`src/rtl/mem_access_stage_if.sv`:
```
// Data-memory bus between the MEM stage and the data memory.
// The stage drives a request with a word address, byte enables, write strobe
// and lane-replicated write data; the memory answers with an ack and, for
// reads, the full 32-bit word.
//   dmem_req    stage -> mem  transfer request, held until ack or abort
//   dmem_we     stage -> mem  write strobe (store)
//   dmem_addr   stage -> mem  word-aligned byte address
//   dmem_wdata  stage -> mem  store data replicated across lanes
//   dmem_be     stage -> mem  byte enables
//   dmem_ack    mem -> stage  transfer complete
//   dmem_rdata  mem -> stage  read word, valid with dmem_ack
interface mem_access_stage_if;
    logic        dmem_req;
    logic        dmem_we;
    logic [31:0] dmem_addr;
    logic [31:0] dmem_wdata;
    logic [3:0]  dmem_be;
    logic        dmem_ack;
    logic [31:0] dmem_rdata;

    modport master (
        output dmem_req,
        output dmem_we,
        output dmem_addr,
        output dmem_wdata,
        output dmem_be,
        input  dmem_ack,
        input  dmem_rdata
    );

    modport slave (
        input  dmem_req,
        input  dmem_we,
        input  dmem_addr,
        input  dmem_wdata,
        input  dmem_be,
        output dmem_ack,
        output dmem_rdata
    );
endinterface

```
`src/rtl/mem_access_stage.sv`:
```
// MIPS MEM stage sitting between the EX/MEM and MEM2WB registers.
// Executes lb/lbu/lh/lhu/lw/sb/sh/sw over a req/ack data bus, freezes the
// front of the pipeline while a transfer is outstanding, and aligns and
// extends load data. WB-bound control passes straight through to MEM2WB.
// Ports:
//   clk, rst (async, active-low)
//   mem_read_in/mem_write_in/mem_size_in/mem_unsigned_in  access decode
//   AluResIn, store_data_in, write_reg_in, MemtoRegIn, DatacIn, pc_in
//   write_reg_out, AluResOut, MemtoRegOut, DatacOut, pc_out   to MEM2WB
//   read_data_out  aligned/extended load data, valid in DONE only
//   stall_out      freeze PC, IF/ID, ID/EX, EX/MEM
//   misalign_err   misaligned access detected this cycle
//   bus_err        one-cycle pulse when a transfer is aborted on timeout
//   dmem           data-memory bus (master side)
// Every memory op takes IDLE -> REQ (one or more cycles) -> DONE, so at
// least three cycles; MEM2WB captures the result at the end of DONE.
module mem_access_stage #(
    parameter int TIMEOUT = 16
) (
    input  logic        clk,
    input  logic        rst,
    input  logic        mem_read_in,
    input  logic        mem_write_in,
    input  logic [1:0]  mem_size_in,
    input  logic        mem_unsigned_in,
    input  logic [31:0] AluResIn,
    input  logic [31:0] store_data_in,
    input  logic [4:0]  write_reg_in,
    input  logic        MemtoRegIn,
    input  logic        DatacIn,
    input  logic [31:0] pc_in,
    output logic [4:0]  write_reg_out,
    output logic [31:0] AluResOut,
    output logic        MemtoRegOut,
    output logic        DatacOut,
    output logic [31:0] pc_out,
    output logic [31:0] read_data_out,
    output logic        stall_out,
    output logic        misalign_err,
    output logic        bus_err,
    mem_access_stage_if.master dmem
);

    localparam int CNT_W = (TIMEOUT > 1) ? $clog2(TIMEOUT) : 1;

    typedef enum logic [1:0] {
        IDLE = 2'd0,
        REQ  = 2'd1,
        DONE = 2'd2
    } state_t;

    state_t             state_q, state_d;
    logic [CNT_W-1:0]   cnt_q, cnt_d;
    logic [31:0]        rdata_q, rdata_d;
    logic [31:0]        addr_q, addr_d;
    logic [3:0]         be_q, be_d;
    logic [31:0]        wdata_q, wdata_d;
    logic               we_q, we_d;
    logic [1:0]         size_q, size_d;
    logic               unsigned_q, unsigned_d;
    logic [1:0]         off_q, off_d;
    logic               tmo_q, tmo_d;

    logic [1:0]         eff_size;
    logic               mem_op;
    logic               misaligned;
    logic               start;
    logic [3:0]         be_calc;
    logic [31:0]        wdata_calc;
    logic [7:0]         byte_sel;
    logic [15:0]        half_sel;
    logic [31:0]        load_val;
    logic               in_req;
    logic               in_done;

    // Decode the incoming access: size 11 behaves as a word, a store wins
    // over a load, and misaligned half/word accesses never reach the bus.
    always_comb begin
        eff_size   = (mem_size_in == 2'b11) ? 2'b10 : mem_size_in;
        mem_op     = mem_read_in | mem_write_in;
        misaligned = ((eff_size == 2'b01) && AluResIn[0]) ||
                     ((eff_size == 2'b10) && (AluResIn[1:0] != 2'b00));
        start      = (state_q == IDLE) && mem_op && !misaligned;
        be_calc    = 4'b1111;
        wdata_calc = store_data_in;
        case (eff_size)
            2'b00: begin
                be_calc    = 4'b0001 << AluResIn[1:0];
                wdata_calc = {4{store_data_in[7:0]}};
            end
            2'b01: begin
                be_calc    = AluResIn[1] ? 4'b1100 : 4'b0011;
                wdata_calc = {2{store_data_in[15:0]}};
            end
            default: begin
                be_calc    = 4'b1111;
                wdata_calc = store_data_in;
            end
        endcase
    end

    // Pick the addressed lane out of the returned word and extend it, using
    // the access shape captured when the request started.
    always_comb begin
        byte_sel = dmem.dmem_rdata[7:0];
        case (off_q)
            2'd0:    byte_sel = dmem.dmem_rdata[7:0];
            2'd1:    byte_sel = dmem.dmem_rdata[15:8];
            2'd2:    byte_sel = dmem.dmem_rdata[23:16];
            default: byte_sel = dmem.dmem_rdata[31:24];
        endcase
        half_sel = off_q[1] ? dmem.dmem_rdata[31:16] : dmem.dmem_rdata[15:0];
        case (size_q)
            2'b00:   load_val = {{24{~unsigned_q & byte_sel[7]}}, byte_sel};
            2'b01:   load_val = {{16{~unsigned_q & half_sel[15]}}, half_sel};
            default: load_val = dmem.dmem_rdata;
        endcase
    end

    // Transfer sequencing. The counter tracks REQ cycles; when the last
    // allowed cycle passes without ack the transfer is abandoned with zero
    // data. An ack in that last cycle still counts as success.
    always_comb begin
        state_d    = state_q;
        cnt_d      = cnt_q;
        rdata_d    = rdata_q;
        addr_d     = addr_q;
        be_d       = be_q;
        wdata_d    = wdata_q;
        we_d       = we_q;
        size_d     = size_q;
        unsigned_d = unsigned_q;
        off_d      = off_q;
        tmo_d      = tmo_q;
        case (state_q)
            IDLE: begin
                if (start) begin
                    addr_d     = {AluResIn[31:2], 2'b00};
                    be_d       = be_calc;
                    wdata_d    = wdata_calc;
                    we_d       = mem_write_in;
                    size_d     = eff_size;
                    unsigned_d = mem_unsigned_in;
                    off_d      = AluResIn[1:0];
                    cnt_d      = '0;
                    tmo_d      = 1'b0;
                    state_d    = REQ;
                end
            end
            REQ: begin
                if (dmem.dmem_ack) begin
                    rdata_d = load_val;
                    state_d = DONE;
                end else if (cnt_q == CNT_W'(TIMEOUT - 1)) begin
                    rdata_d = '0;
                    tmo_d   = 1'b1;
                    state_d = DONE;
                end else begin
                    cnt_d = cnt_q + CNT_W'(1);
                end
            end
            DONE: begin
                cnt_d   = '0;
                tmo_d   = 1'b0;
                state_d = IDLE;
            end
            default: begin
                state_d = IDLE;
            end
        endcase
    end

    always_ff @(posedge clk or negedge rst) begin
        if (!rst) begin
            state_q    <= IDLE;
            cnt_q      <= '0;
            rdata_q    <= '0;
            addr_q     <= '0;
            be_q       <= '0;
            wdata_q    <= '0;
            we_q       <= 1'b0;
            size_q     <= 2'b00;
            unsigned_q <= 1'b0;
            off_q      <= 2'b00;
            tmo_q      <= 1'b0;
        end else begin
            state_q    <= state_d;
            cnt_q      <= cnt_d;
            rdata_q    <= rdata_d;
            addr_q     <= addr_d;
            be_q       <= be_d;
            wdata_q    <= wdata_d;
            we_q       <= we_d;
            size_q     <= size_d;
            unsigned_q <= unsigned_d;
            off_q      <= off_d;
            tmo_q      <= tmo_d;
        end
    end

    // Bus fields come only from the captured request and are zero outside REQ.
    // Stage outputs that depend on live inputs are masked while rst is low so
    // nothing leaks out during reset.
    always_comb begin
        in_req           = (state_q == REQ);
        in_done          = (state_q == DONE);
        dmem.dmem_req    = in_req;
        dmem.dmem_we     = in_req & we_q;
        dmem.dmem_addr   = in_req ? addr_q : 32'h0;
        dmem.dmem_be     = in_req ? be_q : 4'b0000;
        dmem.dmem_wdata  = in_req ? wdata_q : 32'h0;
        stall_out        = rst & (start | in_req);
        misalign_err     = rst & (state_q == IDLE) & mem_op & misaligned;
        bus_err          = in_done & tmo_q;
        read_data_out    = in_done ? rdata_q : 32'h0;
        AluResOut        = AluResIn;
        pc_out           = pc_in;
        MemtoRegOut      = rst & MemtoRegIn;
        write_reg_out    = (rst && !misalign_err) ? write_reg_in : 5'd0;
        DatacOut         = rst & DatacIn & ~misalign_err & ~bus_err;
    end

endmodule

```
`src/flat_wrapper.sv`:
```
// flat-port wrapper written by rule: the top's interface ports become plain ports
module mem_access_stage_flat 
#(
    parameter int TIMEOUT = 16
)
  (clk, rst, mem_read_in, mem_write_in, mem_size_in, mem_unsigned_in, AluResIn, store_data_in, write_reg_in, MemtoRegIn, DatacIn, pc_in, write_reg_out, AluResOut, MemtoRegOut, DatacOut, pc_out, read_data_out, stall_out, misalign_err, bus_err, dmem_dmem_req, dmem_dmem_we, dmem_dmem_addr, dmem_dmem_wdata, dmem_dmem_be, dmem_dmem_ack, dmem_dmem_rdata);
  mem_access_stage_if dmem_i ();
  input  logic clk;
  input  logic rst;
  input  logic mem_read_in;
  input  logic mem_write_in;
  input  logic [1:0] mem_size_in;
  input  logic mem_unsigned_in;
  input  logic [31:0] AluResIn;
  input  logic [31:0] store_data_in;
  input  logic [4:0] write_reg_in;
  input  logic MemtoRegIn;
  input  logic DatacIn;
  input  logic [31:0] pc_in;
  output logic [4:0] write_reg_out;
  output logic [31:0] AluResOut;
  output logic MemtoRegOut;
  output logic DatacOut;
  output logic [31:0] pc_out;
  output logic [31:0] read_data_out;
  output logic stall_out;
  output logic misalign_err;
  output logic bus_err;
  output wire logic [$bits(dmem_i.dmem_req)-1:0] dmem_dmem_req;
  output wire logic [$bits(dmem_i.dmem_we)-1:0] dmem_dmem_we;
  output wire logic [$bits(dmem_i.dmem_addr)-1:0] dmem_dmem_addr;
  output wire logic [$bits(dmem_i.dmem_wdata)-1:0] dmem_dmem_wdata;
  output wire logic [$bits(dmem_i.dmem_be)-1:0] dmem_dmem_be;
  input wire logic [$bits(dmem_i.dmem_ack)-1:0] dmem_dmem_ack;
  input wire logic [$bits(dmem_i.dmem_rdata)-1:0] dmem_dmem_rdata;
  assign dmem_dmem_req = dmem_i.dmem_req;
  assign dmem_dmem_we = dmem_i.dmem_we;
  assign dmem_dmem_addr = dmem_i.dmem_addr;
  assign dmem_dmem_wdata = dmem_i.dmem_wdata;
  assign dmem_dmem_be = dmem_i.dmem_be;
  assign dmem_i.dmem_ack = dmem_dmem_ack;
  assign dmem_i.dmem_rdata = dmem_dmem_rdata;
  mem_access_stage #(.TIMEOUT(TIMEOUT)) u_core (.clk(clk), .rst(rst), .mem_read_in(mem_read_in), .mem_write_in(mem_write_in), .mem_size_in(mem_size_in), .mem_unsigned_in(mem_unsigned_in), .AluResIn(AluResIn), .store_data_in(store_data_in), .write_reg_in(write_reg_in), .MemtoRegIn(MemtoRegIn), .DatacIn(DatacIn), .pc_in(pc_in), .write_reg_out(write_reg_out), .AluResOut(AluResOut), .MemtoRegOut(MemtoRegOut), .DatacOut(DatacOut), .pc_out(pc_out), .read_data_out(read_data_out), .stall_out(stall_out), .misalign_err(misalign_err), .bus_err(bus_err), .dmem(dmem_i));
endmodule
```
`config.mk`:
```
export PLATFORM = sky130hd
export DESIGN_NAME = mem_access_stage_flat
export DESIGN_NICKNAME = d
export VERILOG_FILES = /design/src/rtl/mem_access_stage_if.sv /design/src/rtl/mem_access_stage.sv /design/src/flat_wrapper.sv
export SDC_FILE = /design/constraint.sdc
export NUM_CORES = 1
export LEC_CHECK = 0
export CAP_MARGIN = 20
export CORE_MARGIN = 3
export CORE_UTILIZATION = 44
export DETAILED_ROUTE_END_ITERATION = 12
export HOLD_SLACK_MARGIN = 0.05
export PLACE_DENSITY = 0.9
export SLEW_MARGIN = 20
export SYNTH_ARGS = -nofsm -noshare
export SYNTH_HDL_FRONTEND = slang
export SYNTH_SLANG_ARGS = --single-unit
```
`constraint.sdc`:
```
create_clock -name clk -period 4.3 [get_ports clk]
set_input_delay 0.86 -clock clk [delete_from_list [all_inputs] [get_ports clk]]
set_output_delay 0.86 -clock clk [all_outputs]
set_load 0.05 [all_outputs]
```
==> run_results.csv <==
group,metric,value,unit
global_routing,grt_usage,23.4,%
detailed_routing,drt_iter0_markers,535,
power_and_ir_drop,ir_drop,0.000336,V
floorplan,die_h,127,µm
detailed_routing,wire_per_inst,19.1,µm
power_and_ir_drop,swShare,43.1,%
timing,fmax,278,MHz
clock_tree,cts_hold_buffers,0,
global_routing,grt-ovfl-total,0,
detailed_routing,ant_nets,0,
power_and_ir_drop,power_frac_comb,50.4,%
setup_path,path_class,"register to output port",
timing,hold_viol,0,
clock_tree,cts_buffer_depth,2,
place,place_congestion,0.858,
floorplan,ios,319,
setup_path,crit_fanout,33,
logic_synthesis,ys_types,46,
clock_tree,cts_sinks,111,
hold_path,hold_path.class,"primary input to asynchronous set/reset pin",
detailed_routing,viasPerCell,5.43,
setup_path,r2r_cells,4,
logic_synthesis,synth_top_area_cell,"dfrtp_1",
clock_tree,cts_setup_buffers,0,
global_routing,grt_pass1_wl,29600,µm
floorplan,die_w,127,µm
finish,nNetsFinal,947,
power_and_ir_drop,internal_power,2.98,mW
clock_tree,postCtsResizedCells,0,
timing,maxSlewViolCount,0,
timing,min_period_over_period,83.6,%
place,placed_cell_area,8650,µm²
logic_synthesis,synth-seq-cells,111,
timing,max_slew_margin,33.5,%
floorplan,die-area,16100,µm²
clock_tree,cts_tree,"built",
place,placedCellCount,971,
detailed_routing,vias,5373,
finish,final_cells,989,
power_and_ir_drop,pwr-share-clk,15.5,%
logic_synthesis,seq_area_frac_synth,43.3,%
global_routing,antenna_found_initial,1,
logic_synthesis,syn_inst,639,
detailed_routing,drc,0,
detailed_routing,finalWirelength,18900,µm
timing,worst_pin_slew,997,ps
finish,stdcell_area,8940,µm²
clock_tree,htreeDepth,3,
power_and_ir_drop,p_per_area,585,nW/µm²
finish,regArea,2780,µm²
timing,worst_slack,707,ps
logic_synthesis,avgSynthCellArea,10.0,µm²
power_and_ir_drop,p_sw,2.25,mW
setup_path,cp-start-kind,"register",
clock_tree,clk_latency,350,ps
setup_path,crit_required,3440,ps
floorplan,rows,43,
clock_tree,cts_inserted_buffers,9,
place,io_buffers,252,
logic_synthesis,yosys-top-cells-area,"dfrtp_1, and2_1, mux2_2",
timing,tns,0,ps
global_routing,grt_max_degree,78,
clock_tree,path_clk_slew,70,ps
timing,setup_viol,0,
finish,syn_to_final_growth,39.3,%
floorplan,initial_utilization,45.5,%
floorplan,core-area,14100,µm²
run_status,status,"completed",
timing,fin_crit,3590,ps
timing,rsz0062_at_grt,"no",
finish,drive_above_1_share,13.0,%
finish,multi_input_area,2920,µm²
power_and_ir_drop,seq_power_share,34.1,%
setup_path,worstPathArrival,2730,ps
detailed_routing,firstDrtPassIters,5,
timing,clock_skew,10.6,ps
global_routing,grt_pass1_vias,5523,
setup_path,cp-end-kind,"output port",
clock_tree,clockRootBuffer,"clkbuf_16",
logic_synthesis,syn-cell-area,6420,µm²
logic_synthesis,synth_top_area_share,43.3,%
power_and_ir_drop,leakage,3.74,nW
logic_synthesis,ys_warn_count,0,
finish,fill_cells,1147,
place,post-place-ws,681,ps
place,hpwlAfterDp,13900,µm
flow_run,cap_viol_max_count,0,
[metrics by stage]
stage                     hold slack (ps)  util, %  power, mW
final                                 341     63.4       5.23
after global routing                  330     63.4       5.53
after CTS                             325     63.3       5.26
after detailed placement              462     61.3       4.44
after global placement                454     61.3       4.36
after floorplan                       442        -       3.66
[synthesized netlist by cell type, drive strengths merged]
| cell type | n |
|---|---|
| dfrtp | 111 |
| and2b | 2 |
| a31oi | 1 |
| nand3b | 1 |
| o21ba | 1 |
| nor3b | 7 |
| a21boi | 1 |
| a221oi | 2 |
| nor2 | 28 |
| a211o | 6 |
| nor4b | 1 |
| and2 | 102 |
| nand4 | 1 |
| o221ai | 1 |
| nor2b | 1 |
| a21oi | 18 |
| conb | 1 |
| nand3 | 6 |
| ha | 1 |
| a2111oi | 1 |
| a22oi | 1 |
| mux2 | 52 |
| clkbuf | 29 |
| nor3 | 2 |
| o311ai | 4 |
| a32o | 14 |
| o21ai | 39 |
| inv | 11 |
| a22o | 2 |
| nand2b | 11 |
| or2b | 1 |
| o31ai | 8 |
| nand2 | 42 |
| o211ai | 4 |
| a221o | 16 |
| a31o | 1 |
| buf | 82 |
| mux2i | 25 |
| o22ai | 2 |
[layout by cell type (no fill, tap or decap), types with 2 or more instances in the layout]
cell type	n
o31ai_1	8
a221o_2	10
nor2_1	28
mux2_4	2
mux2_2	50
clkdlybuf4s50_1	243
a221o_1	6
a21oi_1	18
buf_12	9
a22o_1	2
o22ai_1	2
nand3_1	6
o21ai_0	39
a221oi_1	2
o311ai_0	4
nand2b_1	10
clkinv_2	2
and2b_1	2
a211o_1	6
clkbuf_16	9
mux2i_1	25
nand2_1	42
a32o_1	14
conb_1	2
inv_1	10
dfrtp_1	111
inv_6	2
buf_4	11
nor3b_1	7
nor3_1	2
and2_1	102
o211ai_1	4
[layout make-up]
class	instances	share of cell area [%]
clock buffer	9	2.52
tap	180	2.52
clock inverter	7	0.616
multi-input combinational	407	32.6
inverter	11	0.462
sequential	111	31.1
antenna	1	0.0280
timing repair buffer	263	30.2
[logic make-up after synthesis]
group / synth area share [%]
adder cells (fa/ha/maj): 0.195
multiplexers: 13.1
AO/OA/AOI/OAI: 14.3
buffers and inverters: 11.5
other: 0.0584
flip-flops: 43.3
AND/OR/NAND/NOR: 17.5
[worst max-delay path, cell delays in order (launching register included)]
cell	delay (ps)
dfrtp_1	490
and2b_1	800
and2_1	280
clkdlybuf4s50_1	820
[power groups by stage]
stage	registers, mW	logic, mW	clock network, mW
2_1_floorplan	1.66	2.00	0
3_3_place_gp	1.77	2.58	0
3_5_place_dp	1.80	2.64	0
4_1_cts	1.78	2.65	0.832
5_1_grt	1.84	2.82	0.870
6_report	1.79	2.64	0.810
[final timing paths]
path	start	to	slack, ps
hold / removal	rst	u_core.addr_q[25]	340
hold reg to reg	u_core.wdata_q[24]	u_core.wdata_q[24]	470
max in group asynchronous	rst	u_core.addr_q[6]	2330
min in group clk	u_core.wdata_q[24]	u_core.wdata_q[24]	470
setup / recovery	u_core.state_q[0]	bus_err	710
setup reg to reg	u_core.off_q[1]	u_core.rdata_q[24]	1730
[metal layers]
layer | vias to the layer above | track usage (%) | wire length (µm) | share of wire (%)
li1 | 2478 | - | - | -
met3 | 43 | 7.62 | 1790 | 9.5
met1 | 2580 | 28.2 | 7390 | 39
met2 | 272 | 37.0 | 8930 | 47
met4 | 0 | 12.7 | 810 | 4.3
met5 | - | 0 | 0 | 0
[flip-flops by register name, indices dropped and copies added, names as in the netlist, 2 cells and up]
register,flops
u_core.addr_q,30
u_core.be_q,4
u_core.cnt_q,4
u_core.off_q,2
u_core.rdata_q,32
u_core.size_q,2
u_core.state_q,2
u_core.wdata_q,32
(Power assumes the default switching activity.)
==> patch (same flow settings) <==
`rdata_q` no longer has a reset.
--- a/src/rtl/mem_access_stage.sv
+++ b/src/rtl/mem_access_stage.sv
@@ -174,7 +174,6 @@
         if (!rst) begin
             state_q    <= IDLE;
             cnt_q      <= '0;
-            rdata_q    <= '0;
             addr_q     <= '0;
             be_q       <= '0;
             wdata_q    <= '0;
@@ -186,7 +185,6 @@
         end else begin
             state_q    <= state_d;
             cnt_q      <= cnt_d;
-            rdata_q    <= rdata_d;
             addr_q     <= addr_d;
             be_q       <= be_d;
             wdata_q    <= wdata_d;
@@ -196,6 +194,10 @@
             off_q      <= off_d;
             tmo_q      <= tmo_d;
         end
+    end
+
+    always_ff @(posedge clk) begin
+        rdata_q <= rdata_d;
     end
 
     // Bus fields come only from the captured request and are zero outside REQ.
Behaviour: same outputs for any inputs over 4 cycles, from zero or initial values and one cycle with rst low; that may be too few to reach the edited logic, so the function may still have changed.
==> patch against the unedited design <==
  * Synthesized area is 0.51% lower
  * Combinational power decreased by 7%
  * Non-clock buffer count did not move
  * Synthesized cell count fell by 2.2%
  * Final area fell by 0.59%
  * Sequential cell count unchanged
  * Count of clock-buffer cells in the layout unchanged
  * Setup slack better by 17 ps
  * Total power is 6.2% lower
  * Routed wire length decreased by 6.5%
  * Largest cell class is now flip-flops and latches
  * Largest power group unchanged
  * Highest routed layer unchanged
==> patch: results (changes against the unedited design) <==
Run status
  – Outcome: finished clean

Detailed routing
  – DRT met1 WL: 6.80 mm (-8.0%)
  – DR WL/cell: 18.0 um (-5.8%)
  – First DRT Iteration DRCs: 458 (-14%)
  – Vias per Instance: 5.30 (-2.4%)
  – Routed wl met3: 1.55 mm (-13%)
  – Met2 wire len: 8.58 mm (-3.9%)
  – Initial DRT Pass Iterations: 6 (+1)

Worst setup path
  – CP arrival: 2720 ps (about the same)
  – Crit path largest cell delay: 630 ps (-190 ps)
  – Worst-path fanout max: 10 (-70%)
  – CP top delay family: buffers and inverters
  – CP startpoint: AluResIn[0]

STA
  – Relative slew slack: 35.6% (+2.1 points)
  – Final Skew: 7.94 ps (-2.70 ps)

Logic synthesis
  – Sequential fraction of the synthesis area: 46.0% (+2.7 points)
  – Ys async rst share: 71.2% (-29 points)
  – Number of synthesized flops with an enable pin: 32 (+32)
  – Synth unique cells: 49 (+6.5%)
  – Synth Instances: 625 (-2.2%)
  – Area contributors post-synth: dfrtp_1 (31%), edfxtp_1 (15%), and2_1 (10%)
  – Most common library cells after synthesis: and2_1 (107), dfrtp_1 (79), buf_4 (67)

Cells and area
  – Fin cells: 981 (-0.81%)
  – ANT cells: 0 (-1)
  – Total Nets Final: 940 (-0.74%)
  – Layout cells sized above 1: 11.6% (-1.4 points)
  – Core Util, Final: 63.3% (-0.13 points)
  – Filler Cells Inserted: 1153 (+0.52%)

GRT
  – Met3 usage: 6.74% (-0.88 points)
  – Met2 usage: 35.9% (-1.1 points)
  – Initial antenna violation count: 0 (-1)
  – First-pass GRT wire length: 28.1 mm (-5.2%)
  – Largest net degree at the start of global routing: 95 (+22%)
  – Vias in the first global route: 5334 (-3.4%)
  – Met1 usage: 26.6% (-1.6 points)
  – GRT Util Overall: 22.2% (-1.2 points)

Worst hold path
  – Min-Delay Path Class: reg2reg

Placement
  – Post-DP Area: 8620 um^2 (-0.32%)
  – Dpl hpwl: 13.2 mm (-5.0%)
  – Final weighted congestion in routability-driven placement: 0.869 (+1.2%)
  – Inst Count DP: 965 (-0.62%)

Power
  – Leakage: 3.63 nW (-2.9%)
  – Max IR drop VDD: 0.339 mV (+0.84%)

Clock tree
  – Total CTS buffers: 9 (unchanged)
  – Clock Pin Slew Worst Setup and Hold Paths: 70 ps (about the same)
patch: cell count changes after synthesis, sizes merged, moves of 6 or more:
cell	unedited run	this run
a21o	0	16
o31ai	8	1
a32o	14	0
a221o	16	0
a211o	6	0
clkbuf	29	20
nand2b	11	3
inv	11	4
dfrtp	111	79
edfxtp	0	32
a21oi	18	24
o221ai	1	8
patch: path summary, 6_finish.rpt:
check,to,slack [ps],cells past startpoint
worst max register to register,u_core.rdata_q[8]$_SDFFCE_PN0P_,2160,4
worst min register to register,u_core.wdata_q[20]$_DFFE_PN0P_,470,2
max in group asynchronous,u_core.addr_q[8]$_DFFE_PN0P_,2740,3
min in group asynchronous,u_core.wdata_q[25]$_DFFE_PN0P_,620,2
worst min-delay path,u_core.wdata_q[20]$_DFFE_PN0P_,470,2
worst max-delay path,DatacOut,720,7
patch: cell families (layout without fill, tap and decap cells):
logic type,count (synthesis),after routing,synth area share [%]
multiplexers,80,80,13.6
other,1,2,0.0587
flip-flops,111,111,46.0
XOR/XNOR,1,1,0.137
adder cells (fa/ha/maj),1,1,0.196
AO/OA/AOI/OAI,114,114,11.3
AND/OR/NAND/NOR,207,207,17.6
buffers and inverters,110,285,11.1
patch: stage by stage:
stage	hold WS, ps	setup WS (ps)
after global placement	453	813
final	475	724
after detailed placement	462	720
after global routing	499	578
after floorplan	442	645
after CTS	479	717
patch: cell type report:
cell class              instances  share of cell area, %
inverters                       6                  0.253
well taps                     180                   2.53
clock inverters                 7                  0.451
flip-flops and latches        111                   33.1
clock buffers                   9                   2.53
multi-input cells             405                   31.0
repair buffers                263                   30.2
patch: where the power goes:
part	total (mW)	switching [mW]	internal [mW]	leakage, nW
combinational	2.45	1.49	0.957	2.24
sequential	1.70	0.215	1.48	1.25
clock	0.763	0.375	0.388	0.134
total	4.91	2.08	2.83	3.63
